<file path="src/rtl/rr_grant_sequencer_16_pkg.sv">
// rr_grant_pkg: shared constants, state encoding and select-code helper
// for the 16-requester round-robin grant sequencer.
//   NUM_REQ  number of requesters
//   IDX_W    width of a requester index / decoder select code
//   state_t  arbiter FSM states
//   code_of  requester index -> 4-to-16 decoder select code
package rr_grant_pkg;

    localparam int NUM_REQ = 16;
    localparam int IDX_W   = 4;

    typedef enum logic {
        IDLE  = 1'b0,
        GRANT = 1'b1
    } state_t;

    // The decoder's Y outputs run opposite to requester numbering, so the
    // select code is the bitwise complement of the index (15 - idx).
    function automatic logic [IDX_W-1:0] code_of(input logic [IDX_W-1:0] idx);
        return IDX_W'(NUM_REQ - 1) - idx;
    endfunction

endpackage

</file>
<file path="src/rtl/rr_grant_sequencer_16_if.sv">
// rr_grant_sequencer_16_if: request/grant bundle between the bus masters
// and the grant sequencer.
//   req         request vector, bit i = requester i
//   gnt_valid   a grant is active this cycle
//   gnt_idx     index of the granted requester
//   gnt_code    decoder select code (15 - gnt_idx)
//   gnt_onehot  one-hot grant, zero when no grant is active
//   forced_rel  one-cycle pulse when a grant was revoked by hold-limit expiry
// Modports: master = requester side, slave = arbiter side.
interface rr_grant_sequencer_16_if;
    import rr_grant_pkg::*;

    logic [NUM_REQ-1:0] req;
    logic               gnt_valid;
    logic [IDX_W-1:0]   gnt_idx;
    logic [IDX_W-1:0]   gnt_code;
    logic [NUM_REQ-1:0] gnt_onehot;
    logic               forced_rel;

    modport master (
        output req,
        input  gnt_valid, gnt_idx, gnt_code, gnt_onehot, forced_rel
    );

    modport slave (
        input  req,
        output gnt_valid, gnt_idx, gnt_code, gnt_onehot, forced_rel
    );

endinterface

</file>
<file path="src/rtl/rr_grant_sequencer_16_pick.sv">
// rr_pick16: combinational round-robin winner search.
//   req  request vector
//   ptr  search start index
//   any  at least one request is set
//   win  first set request at or after ptr, wrapping 15 -> 0
// Rotate so that ptr lands on bit 0, priority-encode the lowest set bit,
// then add ptr back (mod 16) to undo the rotation.
module rr_pick16
    import rr_grant_pkg::*;
(
    input  logic [NUM_REQ-1:0] req,
    input  logic [IDX_W-1:0]   ptr,
    output logic               any,
    output logic [IDX_W-1:0]   win
);

    logic [NUM_REQ-1:0] rot;
    logic [IDX_W-1:0]   off;

    always_comb begin
        // Lower half of the doubled vector shifted right is a rotate right.
        rot = NUM_REQ'({req, req} >> ptr);
        off = '0;
        for (int i = NUM_REQ - 1; i >= 0; i--) begin
            if (rot[i]) begin
                off = IDX_W'(i);
            end
        end
        any = |req;
        win = off + ptr;
    end

endmodule

</file>
<file path="src/rtl/rr_grant_sequencer_16.sv">
// rr_grant_sequencer_16: 16-requester round-robin arbiter driving the
// select line of the 4-to-16 decode path, with bounded hold time and a
// mandatory idle turnaround cycle between grants.
//   clk   rising-edge clock
//   rst   asynchronous active-high reset
//   bus   slave side of rr_grant_sequencer_16_if (req in, grant outputs out)
// Parameters:
//   MAX_HOLD  maximum consecutive grant cycles (1..255)
//   HOLD_W    hold counter width, 2**HOLD_W > MAX_HOLD
//
// state | meaning
// IDLE  | no grant; search from ptr for the next winner
// GRANT | gnt_idx owns the resource; count hold cycles
module rr_grant_sequencer_16
    import rr_grant_pkg::*;
#(
    parameter int MAX_HOLD = 8,
    parameter int HOLD_W   = 8
) (
    input  logic                     clk,
    input  logic                     rst,
    rr_grant_sequencer_16_if.slave   bus
);

    localparam logic [HOLD_W-1:0] HOLD_LAST = HOLD_W'(MAX_HOLD - 1);

    state_t            state;
    logic [IDX_W-1:0]  ptr;
    logic [HOLD_W-1:0] hold_cnt;
    logic              any;
    logic [IDX_W-1:0]  win;

    rr_pick16 u_pick (
        .req (bus.req),
        .ptr (ptr),
        .any (any),
        .win (win)
    );

    always_ff @(posedge clk or posedge rst) begin
        if (rst) begin
            state          <= IDLE;
            ptr            <= '0;
            hold_cnt       <= '0;
            bus.gnt_valid  <= 1'b0;
            bus.gnt_idx    <= '0;
            bus.gnt_code   <= code_of('0);
            bus.gnt_onehot <= '0;
            bus.forced_rel <= 1'b0;
        end else begin
            // forced_rel is only ever raised on the GRANT -> IDLE edge.
            bus.forced_rel <= 1'b0;
            case (state)
                IDLE: begin
                    if (any) begin
                        state          <= GRANT;
                        hold_cnt       <= '0;
                        bus.gnt_valid  <= 1'b1;
                        bus.gnt_idx    <= win;
                        bus.gnt_code   <= code_of(win);
                        bus.gnt_onehot <= NUM_REQ'(1) << win;
                    end
                end
                GRANT: begin
                    if (!bus.req[bus.gnt_idx] || hold_cnt == HOLD_LAST) begin
                        // gnt_idx/gnt_code are left holding the last winner.
                        state          <= IDLE;
                        ptr            <= bus.gnt_idx + IDX_W'(1);
                        bus.gnt_valid  <= 1'b0;
                        bus.gnt_onehot <= '0;
                        bus.forced_rel <= bus.req[bus.gnt_idx];
                    end else begin
                        hold_cnt <= hold_cnt + HOLD_W'(1);
                    end
                end
                default: state <= IDLE;
            endcase
        end
    end

endmodule

</file>
<file path="src/flat_wrapper.sv">
// flat-port wrapper written by rule: the top's interface ports become plain ports
module rr_grant_sequencer_16_flat import rr_grant_pkg::*;
#(
    parameter int MAX_HOLD = 8,
    parameter int HOLD_W   = 8
)
  (clk, rst, bus_req, bus_gnt_valid, bus_gnt_idx, bus_gnt_code, bus_gnt_onehot, bus_forced_rel);
  rr_grant_sequencer_16_if bus_i ();
  input  logic clk;
  input  logic rst;
  input wire logic [$bits(bus_i.req)-1:0] bus_req;
  output wire logic [$bits(bus_i.gnt_valid)-1:0] bus_gnt_valid;
  output wire logic [$bits(bus_i.gnt_idx)-1:0] bus_gnt_idx;
  output wire logic [$bits(bus_i.gnt_code)-1:0] bus_gnt_code;
  output wire logic [$bits(bus_i.gnt_onehot)-1:0] bus_gnt_onehot;
  output wire logic [$bits(bus_i.forced_rel)-1:0] bus_forced_rel;
  assign bus_i.req = bus_req;
  assign bus_gnt_valid = bus_i.gnt_valid;
  assign bus_gnt_idx = bus_i.gnt_idx;
  assign bus_gnt_code = bus_i.gnt_code;
  assign bus_gnt_onehot = bus_i.gnt_onehot;
  assign bus_forced_rel = bus_i.forced_rel;
  rr_grant_sequencer_16 #(.MAX_HOLD(MAX_HOLD), .HOLD_W(HOLD_W)) u_core (.clk(clk), .rst(rst), .bus(bus_i));
endmodule
</file>
<file path="config.mk">
export PLATFORM = sky130hd
export DESIGN_NAME = rr_grant_sequencer_16_flat
export DESIGN_NICKNAME = d
export VERILOG_FILES = /design/src/rtl/rr_grant_sequencer_16_pkg.sv /design/src/rtl/rr_grant_sequencer_16_if.sv /design/src/rtl/rr_grant_sequencer_16_pick.sv /design/src/rtl/rr_grant_sequencer_16.sv /design/src/flat_wrapper.sv
export SDC_FILE = /design/constraint.sdc
export NUM_CORES = 1
export LEC_CHECK = 0
export CAP_MARGIN = 40
export CORE_ASPECT_RATIO = 1.4
export CORE_MARGIN = 3
export CORE_UTILIZATION = 55
export CTS_CLUSTER_DIAMETER = 80
export DETAILED_ROUTE_END_ITERATION = 10
export GPL_ROUTABILITY_DRIVEN = 0
export PLACE_DENSITY_LB_ADDON = 0.1
export REMOVE_ABC_BUFFERS = 1
export SYNTH_ARGS = -nofsm -noshare
export SYNTH_HDL_FRONTEND = slang
export SYNTH_HIERARCHICAL = 1
export SYNTH_SLANG_ARGS = --single-unit
</file>
<file path="constraint.sdc">
create_clock -name clk -period 10.65 [get_ports clk]
set_input_delay 1.065 -clock clk [delete_from_list [all_inputs] [get_ports clk]]
set_output_delay 1.065 -clock clk [all_outputs]
set_load 0.03 [all_outputs]
</file>
; Yosys cells after proc, flatten, opt, wreduce, memory -nomap -nowiden
; Index checks and enable logic that the tools add are counted.
; Widths: inputs -> output; s select.
[totals]
register_bits = 39
latch_bits = 0
mem_bits_rw = 0
rom_bits = 0
in_bits = 18
out_inout_bits = 26
word_cells = 59
n_memories = 0
[classes]
addsub = 4
multipliers = 0
div_mod_pow = 0
magnitude_cmp = 1
eq_ne = 4
shift = 2
muxes = 32
bitwise = 1
reduce_logical = 7
[ops]
columns = cell, count
row1 = $mux 4, 16
row2 = $mux 16, 2
row3 = $pmux 16 s2, 1
row4 = $shr 32x4->16, 1
row5 = $mux 8, 2
row6 = $pmux 8 s2, 1
row7 = $reduce_or 16->1, 1
row8 = $shl 1x4->16 const A, 1
row9 = $add 8x1->8 const B, 1
row10 = $eq 8x3->1 const B, 1
row11 = $reduce_and 2->1, 4
row12 = $mux 1, 7
row13 = $lt 4x5->1 const B, 1
row14 = $add 4x1->4 const B, 1
row15 = $add 4x4->4, 1
row16 = $bmux 1 s4, 1
row17 = $ne 2x2->1 const B, 2
row18 = $pmux 1 s2, 2
row19 = $sub 4x4->4 const A, 1
row20 = $ne 2x1->1 const B, 1
row21 = $logic_not 1->1, 1
row22 = $logic_or 1x1->1, 1
row23 = $not 1->1, 1

; Longest topological paths before layout
[depth]
depth_word = 21
mapped_depth = 16
mapped_depth_nobuf = 14

; Cells and area by module
; Netlist, hierarchy kept.
[modules_own_cells]
columns = module, instances, cells_each, area_each_um2
row1 = rr_grant_sequencer_16, 1, 160, 1801.7
row2 = rr_pick16, 1, 99, 1181.1

; Least setup slack after synthesis
; Ideal clock, no wire load.
[synth_path]
path_kind = input to register
from = input port bus_req[7]
to = register u_core.bus.gnt_onehot[11]
setup_ps = 67
arrival_ps = 4217
slack_ps = 6366
cell_stages = 14
n_path_buf = 0
path_cell_list = mux4_1 mux4_2 or2_4 nor2_1 o21ai_1 a31oi_1 ha_1 a21o_1 a21oi_1 xnor2_1 xnor2_1 nand2_1 nor2_1 a32o_1
[synth_between]
elab_chain_len = 21
[synth_lines]
columns = element, line
row1 = from (decl), flat_wrapper.sv:11  ; input wire logic [$bits(bus_i.req)-1:0] bus_req;
row2 = $shr 32x4->16 (*), rr_grant_sequencer_16_pick.sv:22  ; rot = NUM_REQ'({req, req} >> ptr);
row3 = $mux 4 (15 in series), rr_grant_sequencer_16_pick.sv:25  ; if (rot[i]) begin
row4 = $mux 4 (*), rr_grant_sequencer_16_pick.sv:25
row5 = $add 4x4->4 (*), rr_grant_sequencer_16_pick.sv:30  ; win = off + ptr;
row6 = via u_core.win[3], rr_grant_sequencer_16.sv:31  ; logic [IDX_W-1:0] win;
row7 = $shl 1x4->16 (*), rr_grant_sequencer_16.sv:61  ; bus.gnt_onehot <= NUM_REQ'(1) << win;
row8 = $mux 16 (*), rr_grant_sequencer_16.sv:55  ; if (any) begin
row9 = $pmux 16 s2 (*), rr_grant_sequencer_16.sv:53  ; case (state)
row10 = to (signal assigned), rr_grant_sequencer_16.sv:61
row11 = to (decl), rr_grant_sequencer_16_if.sv:27  ; output gnt_valid, gnt_idx, gnt_code, gnt_onehot, forced_rel
; The timed path passes the listed nets; every way through them passes the cells marked *. The select of a mux whose other input is x is not followed.
; A chain may end at the register's enable or synchronous reset.

; Worst setup path after layout
[layout_path]
from = input port bus_req[3]
to = register u_core.bus.gnt_onehot[11]
; The elaborated chain is that of the path after synthesis.

==> summary.md <==
| Metric | Value |
|---|---|
| Vias in the first global route | approximately 2.4k |
| Bufs on Longest Clock Path | 2 |
| Net count, final | 318 |
| Initial antenna violation count | 0 |
| Die Ht | roughly 93 um |
| CTS tree | built |
| Least-Margin Pin Slew | 797 ps |
| Synthesized area per cell | 11.5 um2 |
| Clk_lat worst skew | 280 ps |
| Final HPWL DP | between 5 and 6 mm |
| ANT nets after route | 0 |
| FMAX | roughly 200 MHz |
| Final setup skew | approximately 8.5 ps |
| First-pass GRT wire length | 11.4 mm |
| Crit path max fanout | 6 |
| Critical Path, Cell by Cell | clkdlybuf4s50_1 -> mux4_1 -> mux4_1 -> or2_4 -> nor2_1 -> o21ai_1 -> a31oi_1 -> ha_1 -> a21o_1 -> a21oi_1 -> xnor2_1 -> xnor2_1 -> nand2_1 -> nor2_1 -> a32o_1 |
| Final Cycle Share | 0.471 |
| Area leader, netlist | dfrtp_1 |
| Class of the worst hold path | flop to flop |
| PortBufs | 43 |
| Worst-path clk slew | 80 ps |
| DR WL/cell | approximately 19 um |
| LEAKAGE | roughly 1.5 nW |
| Kind of start point of the critical path | primary input |
| Post-synth EDFFs | 0 |
| Power per Cell Area | about 360 mW/mm2 |
| Slew margin rel. | 0.469 |
| Drt first pass iters | 4 |
| Ranking of synthesized cells by area | dfrtp_1, mux4_2, mux4_1 |
| Die Area | 0.00636 mm2 |
| Dominant synthesized flop cell | dfrtp_1 |
| Ant. Diodes | 0 |
| Via count | between 2k and 2.5k |
| Max IR drop VDD | 0.000230 V |
| Synth warnings | 6 |
| Final wirelength | between 6 and 7 mm |
| Die Span X | a little under 70 um |
| Initial DRC count | about 190 |
| DP Worst Slack | approximately 5400 ps |
| FF+latch count, synth | 39 |
| CP peak stage delay | about 630 ps |
| CTS Buf Count | 5 |
| Netlist cell types | 53 |
| GRT overflow | 0 |
| H-Tree Depth | 2 |
| Drt via density | 6.42 |
| Max Slew Vio Count | 0 |
| Post-CTS Hold Buffers | 0 |
| Crit path max-delay cell type | mux4_1 |
| Area of the mapped netlist | just under 0.003 mm2 |
| Sinks on the clock net | 39 |
| Synth Instances | 259 |
| Setup_tns | 0 ps |
| Element type at the critical path end | flop |
| Share of cells above drive strength 1 | 0.159 |
| Worst EP required | 10,870 ps |
| Post-CTS setup buffers | 0 |
| Unrepaired setup endpoints after global routing | no |
| Endpoints failing hold | 0 |
| Top cell type's share of synthesized area | 0.294 |
| # setup viols final | 0 |
| Max Cap Violations | 0 |
| Worst Slack Setup Final | between 5000 and 6000 ps |
| Resize count post-CTS | 0 |
| I/O pin cnt | 44 |
| Fraction of the yosys area taken by sequential cells | 0.329 |
| Outcome | completed |
| Total power | roughly 1.3 mW |
| Core Footprint | ~0.0052 mm2 |
| Critical path type | primary input to flop |
| Rows | 31 |
| Tot GR Track Use | 0.235 |
| Shortest period the worst path allows | 5010 ps |
| Drt drc | 0 |
| Initial core utilization | 0.574 |
| Critical Path AT | 5230 ps |
| Post-synth ARST share | 1.00 |
| Root buf cell | clkbuf_8 |
| Pin count of the biggest net entering global routing | 40 |
| Area growth syn-to-layout | 18.7% |
[flip-flops by register name (all words and copies together) (netlist names)]
register and flops:
u_core/bus.gnt_valid 1, u_core/hold_cnt 8, u_core/bus.forced_rel 1, u_core/bus.gnt_onehot 16, u_core/ptr 4, u_core/bus.gnt_code 4
u_core/state 1, u_core/bus.gnt_idx 4
[cell usage after synthesis (2+ instances only)]
cell and instances:
dfrtp_1 35, nand2_1 30, mux2i_1 22, mux4_2 15, a22o_1 13, mux2_2 11
mux4_1 10, nor2_1 10, clkbuf_1 8, nand3_1 8, inv_1 6, nor3_1 6
ha_1 5, nand2b_1 5, nor4_1 5, o21ai_0 5, a32o_1 4, dfstp_2 4
mux2_1 4, nor2b_1 4, buf_2 3, nand4_1 3, xnor2_1 3, a21o_1 2
a21oi_1 2, buf_1 2, buf_6 2, nor3b_1 2, o21ai_1 2, o22ai_2 2
or2_1 2, or2_4 2, xor2_1 2
[critical path, delay by kind of cell]
kind / cells / cell delay (ps)
mux: 2 / 1220
buf+inv: 1 / 520
compound gates: 5 / 920
simple gates: 4 / 800
xor+xnor: 2 / 440
fa+ha+maj: 1 / 290
[cells in the final DEF (no fill, tap or decap), types with 3 or more instances in the layout]
| master | count |
|---|---|
| a22o_1 | 13 |
| a32o_1 | 4 |
| nor4_1 | 5 |
| mux4_1 | 10 |
| mux2i_1 | 22 |
| nand2b_1 | 5 |
| mux4_2 | 15 |
| ha_1 | 5 |
| nor2_1 | 10 |
| clkdlybuf4s50_1 | 43 |
| inv_1 | 6 |
| nand2_1 | 30 |
| clkbuf_8 | 5 |
| nand3_1 | 8 |
| xnor2_1 | 3 |
| dfstp_2 | 4 |
| o21ai_0 | 5 |
| nand4_1 | 3 |
| nor2b_1 | 4 |
| dfrtp_1 | 35 |
| nor3_1 | 6 |
| mux2_1 | 4 |
| mux2_2 | 11 |
[stage by stage]
stage	hold WS, ps	std cells	cell area [um2]	utilization
6_report	484	361	3540	0.681
5_1_grt	522	361	3540	0.681
3_3_place_gp	470	352	3400	0.654
2_1_floorplan	449	242	2880	-
3_5_place_dp	468	353	3430	0.660
4_1_cts	486	361	3540	0.681
[worst paths after layout]
check | start | end | slack, ps | depth (start not counted)
hold / removal | u_core/hold_cnt[7] | u_core/hold_cnt[7] | 480 | 1
min in group asynchronous | rst | u_core/bus.gnt_onehot[8] | 1190 | 3
setup / recovery | bus_req[3] | u_core/bus.gnt_onehot[11] | 5640 | 15
max in group asynchronous | rst | u_core/bus.gnt_code[2] | 9100 | 3
setup reg to reg | u_core/ptr[2] | u_core/bus.gnt_onehot[7] | 6150 | 11
hold reg to reg | u_core/hold_cnt[7] | u_core/hold_cnt[7] | 480 | 1
[per-layer routing]
layer / GRT usage / routed length (um) / up-vias
li1: - / - / 1078
met1: 0.293 / 2720 / 1169
met2: 0.408 / 3760 / 58
met3: 0.0349 / 191 / 14
met4: 0.0746 / 162 / 0
met5: 0 / 0 / -
[power breakdown]
group | total, mW | leakage [nW] | internal (mW) | switching [mW]
Clock | 0.121 | 0.0581 | 0.0697 | 0.0512
Combinational | 0.883 | 0.897 | 0.394 | 0.489
Sequential | 0.281 | 0.506 | 0.204 | 0.0769
[logic make-up after synthesis]
family	Yosys count	synth area share
adders and majority gates	6	0.0277
AOI/OAI and AO/OA	42	0.116
muxes	62	0.332
buffers and inverters	24	0.0432
and+or+nand+nor	81	0.138
xor gates and xnor gates	5	0.0147
DFF	39	0.329
[area by class of cell]
class | instances | area (um2)
multi-input combinational | 196 | 1870
fill | 417 | 1660
sequential | 39 | 981
timing repair buffer | 45 | 465
tap | 66 | 82.6
clock buffer | 5 | 68.8
clock inverter | 3 | 43.8
inverter | 7 | 26.3
No activity file was read; power rests on OpenSTA's default activity.
